<file path="config.mk">
export PLATFORM = sky130hd
export DESIGN_NAME = dsp_add_pipe
export DESIGN_NICKNAME = d
export VERILOG_FILES = /design/src/rtl/dsp_add_pipe.sv
export SDC_FILE = /design/constraint.sdc
export NUM_CORES = 1
export LEC_CHECK = 0
export CAP_MARGIN = 20
export CORE_ASPECT_RATIO = 1.2
export CORE_UTILIZATION = 35
export DETAILED_ROUTE_END_ITERATION = 8
export SYNTH_ARGS = -nofsm -noshare
export SYNTH_HDL_FRONTEND = slang
export SYNTH_SLANG_ARGS = --single-unit
</file>
<file path="constraint.sdc">
create_clock -name clock -period 2.32 [get_ports clock]
set_clock_uncertainty 0.2 [all_clocks]
set_input_delay 0.348 -clock clock [delete_from_list [all_inputs] [get_ports clock]]
set_output_delay 0.348 -clock clock [all_outputs]
set_load 0.005 [all_outputs]
</file>
<file path="src/rtl/dsp_add_pipe.sv">
// Elastic two-stage add/sub unit modelled on the DSP48 AREG/BREG -> PREG path.
// Valid/ready on both sides; results wrap modulo 2^width and carry a signed-overflow flag.
module dsp_add_pipe #(
   parameter int width = 8
) (
   input  logic             clock,
   input  logic             reset,
   input  logic             in_valid,
   output logic             in_ready,
   input  logic             op,
   input  logic [width-1:0] a,
   input  logic [width-1:0] b,
   output logic             out_valid,
   input  logic             out_ready,
   output logic [width-1:0] y,
   output logic             ovf
);

   logic             s1_valid;
   logic             s1_op;
   logic [width-1:0] s1_a;
   logic [width-1:0] s1_b;
   logic             s2_valid;

   logic             s1_adv;
   logic             s2_adv;
   logic [width-1:0] b_eff;
   logic [width-1:0] t;
   logic             t_ovf;

   // Advance terms ripple backwards from the consumer, so in_ready never depends on in_valid.
   always_comb begin
      s2_adv   = ~s2_valid | out_ready;
      s1_adv   = ~s1_valid | s2_adv;
      in_ready = reset & s1_adv;
   end

   // Subtraction is a + ~b + 1; overflow only when both effective operands share a sign
   // and the result's sign differs from it.
   always_comb begin
      b_eff = s1_op ? ~s1_b : s1_b;
      t     = s1_a + b_eff + {{(width-1){1'b0}}, s1_op};
      t_ovf = (s1_a[width-1] == b_eff[width-1]) & (t[width-1] != s1_a[width-1]);
   end

   // NOTE: sequential state uses non-blocking assignments so every register samples
   // pre-edge values and the two stages shift together without ordering races.
   always_ff @(posedge clock or negedge reset) begin
      if (!reset) begin
         s1_valid <= 1'b0;
         s1_op    <= 1'b0;
         s1_a     <= '0;
         s1_b     <= '0;
      end else if (s1_adv) begin
         s1_valid <= in_valid;
         if (in_valid) begin
            s1_op <= op;
            s1_a  <= a;
            s1_b  <= b;
         end
      end
   end

   // y/ovf only move when a real result enters S2, so they hold their last value when empty.
   always_ff @(posedge clock or negedge reset) begin
      if (!reset) begin
         s2_valid <= 1'b0;
         y        <= '0;
         ovf      <= 1'b0;
      end else if (s2_adv) begin
         s2_valid <= s1_valid;
         if (s1_valid) begin
            y   <= t;
            ovf <= t_ovf;
         end
      end
   end

   assign out_valid = s2_valid;

endmodule

</file>
==> impl_metrics.json, run 1 <==
{
  "p_int_mw": 1.201,
  "hold_path_class": "reg -> reg",
  "ys_seq_area_share_pct": 49.43,
  "die_w_um": 60.10,
  "critPathCaptureType": "register",
  "htreeDepth": 1,
  "fin_crit_sh_pct": 96.95,
  "ant_nets": 0,
  "grt_setup_unrepaired": "true",
  "multiInputGateArea_um2": 730.7,
  "criticalPathCategory": "reg -> reg",
  "track_usage_pct": 13.94,
  "grt_max_degree": 29,
  "place_congestion": 0.8308,
  "dieArea_mm2": 0.004310,
  "highest_layer": "met4",
  "worst_slack_ns": 0.07086,
  "ios": 32,
  "synthArstFlopShare_pct": 100.0,
  "route.met3.wl_um": 47,
  "drv_cap": 0,
  "clk_pin_slew_ns": 0.09,
  "drv_slew": 0,
  "yosys-top-cells-area": "dfrtp_1 (49%), mux2_2 (14%), xor2_1 (5.6%)",
  "num_vias": 965,
  "crit_path_start_kind": "register",
  "yosysTopAreaCell": "dfrtp_1",
  "clk_latency_ns": 0.27,
  "synth_top_area_share_pct": 49.43,
  "p_sw_share_pct": 31.88,
  "dp_slack_ns": -0.09494,
  "final.fill_count": 356,
  "initial_core_util_pct": 37.77,
  "row_count": 24,
  "vdd_drop_max_mv": 0.2903,
  "syn_inst": 120,
  "viasPerCell": 4.573,
  "syn_avg_cell_area_um2": 11.81,
  "clockPowerShare_pct": 16.7,
  "synth-seq-cells": 28,
  "cpPeakStageDelay_ns": 0.49,
  "crit_chain": "xor2_1 > ha_1 > a21oi_2 > o21ai_4 > a311oi_4 > xnor2_1 > o21ai_1",
  "synth-edff-count": 0,
  "cts_buffers": 3,
  "combPwrFrac_pct": 44.5,
  "antennaDiodeCount": 0,
  "yosysWarnings": 0,
  "seqPwrFrac_pct": 38.8,
  "leakagePower_nw": 0.8020,
  "timing.fmax_ghz": 0.4446,
  "core_mm2": 0.003754,
  "clock-root-buffer": "clkbuf_8",
  "grt_pass1_wl_um": 4519,
  "ys_types": 31,
  "met1Wirelength_um": 1148,
  "wl_met2_um": 1322,
  "outcome": "finished clean",
  "wl_um": 2565,
  "synthesis.area_mm2": 0.001418,
  "drt-wirelength-per-cell_um": 12.16,
  "yosys-top-cells-count": "dfrtp_1 (28), mux2_2 (17), nand2_1 (11)",
  "area_delta_synth_final_pct": 36.45,
  "gr-total-overflow": 0,
  "die_h_um": 71.72,
  "finalNetCount": 188,
  "syn-num-nets": 148,
  "p_per_area_mw_per_mm2": 911.5,
  "p_sw_uw": 562.2,
  "synth-main-ff-cell": "dfrtp_1",
  "tightestPinTransition_ns": 0.4609,
  "fin_setup_tns_ns": 0,
  "cts.path.max_buffers": 2,
  "layout-drive-gt1-share_pct": 23.90,
  "finalHoldViolations": 0,
  "path_max_fanout": 7,
  "setup_viol": 0,
  "grt_pass1_vias": 1002,
  "drt_iter0_markers": 32,
  "firstDrtPassIters": 4,
  "cp_data_arrival_time_ns": 2.19,
  "post_cts_hold_buffer_count": 0,
  "io_buffer_count": 31,
  "required_ns": 2.26,
  "cts.sinks": 28,
  "cp_slowest_cell": "dfrtp_2",
  "dp_hpwl_um": 2026,
  "ff_latch_area_um2": 701.9,
  "cts_tree": "done",
  "synth_most_common_cell": "dfrtp_1",
  "min_period_ns": 2.249,
  "relSlewSlack_pct": 69.20,
  "antenna_found_initial": 0,
  "drc": 0
}
-- cells by family after synthesis --
family,after synthesis,synth area share [%]
buffers and inverters,8,2.736
flip-flops,28,49.43
adder cells (fa/ha/maj),7,6.708
AO/OA/AOI/OAI,23,10.68
AND/OR/NAND/NOR,23,7.944
multiplexers,18,14.47
XOR/XNOR,13,8.032
-- cell usage in the layout (no fill, tap or decap), types with 2 or more instances in the layout --
cell              n
inv_1             5
xnor2_1           4
clkbuf_8          4
o21ai_0           6
o21ai_1           2
dfrtp_1          27
clkdlybuf4s50_1  31
mux2_2           17
a21oi_1           4
nand2b_1          4
nand2_1          11
o21a_1            2
ha_1              6
xor2_1            8
nor3_1            2
buf_4             7
o31ai_1           2
-- power groups by stage --
| stage | clock, mW | sequential [mW] | combinational (mW) |
|---|---|---|---|
| 3_3_place_gp | 0 | 0.690 | 0.715 |
| 5_1_grt | 0.332 | 0.703 | 0.877 |
| 3_5_place_dp | 0 | 0.695 | 0.720 |
| 6_report | 0.294 | 0.684 | 0.785 |
| 4_1_cts | 0.308 | 0.683 | 0.732 |
| 2_1_floorplan | 0 | 0.682 | 0.435 |
-- area by class of cell --
cell class / count / share of cell area [%]
Multi-Input combinational cell: 84 / 37.77
Tap cell: 52 / 3.364
Sequential cell: 28 / 36.29
Clock buffer: 4 / 2.846
Inverter: 5 / 0.9702
Timing Repair Buffer: 38 / 18.76
-- registers in the layout, summed over array words and instances (netlist names) --
register / cells
ovf: 1
y: 8
s1_valid: 1
s1_b: 8
out_valid: 1
s1_a: 8
s1_op: 1
-- critical path, delay by kind of cell, from the launching register on --
kind	cells	cell delay (ns)
DFF	1	0.49
AOI/OAI and AO/OA	4	0.73
adders and majority gates	1	0.38
xor gates and xnor gates	2	0.33
-- final timing paths --
path,start,endpoint,slack [ns],cells after the start
max reg2reg,s1_op,y[7],0.07,7
max in group asynchronous,reset,s1_op,1.32,2
max,s1_op,y[7],0.07,7
min in group asynchronous,reset,y[5],0.33,2
min reg2reg,y[2],y[2],0.28,2
min,y[2],y[2],0.28,2
-- through the flow --
stage               std cells  area [um^2]  utilization, %  hold slack, ns  power (mW)
floorplan                 120         1418               -         -0.1476       1.117
CTS                       211         1882           50.13          0.2891       1.723
finish                    211         1934           51.53          0.2834       1.763
detailed placement        205         1810           48.23          0.2662       1.415
global placement          205         1810           48.23          0.2634       1.405
global route              211         1934           51.53          0.3245       1.912
-- routing by layer --
metal	GRT usage [%]	vias up
li1	-	493
met1	17.38	449
met2	24.07	18
met3	1.625	5
met4	5.426	0
met5	0	-
-- repair_timing --
action | CTS | global route
pin swaps | 0 | 12
setup buffers | 2 | 0
gates resized for setup | 1 | 9
setup endpoints to repair | 3 | 3
No activity file was read; power rests on OpenSTA's default activity.
==> inputs of run 2 (changes only) <==
CAP_MARGIN = not set   (was 20)
==> results of run 2 <==
Same layout as run 1: the final DEF is identical, and so are final timing and power.
==> inputs of run 3 (changes only) <==
CTS_CLUSTER_DIAMETER = 50   (was not set)
==> results of run 3 <==
Same layout as run 1: the final DEF is identical, and so are final timing and power.
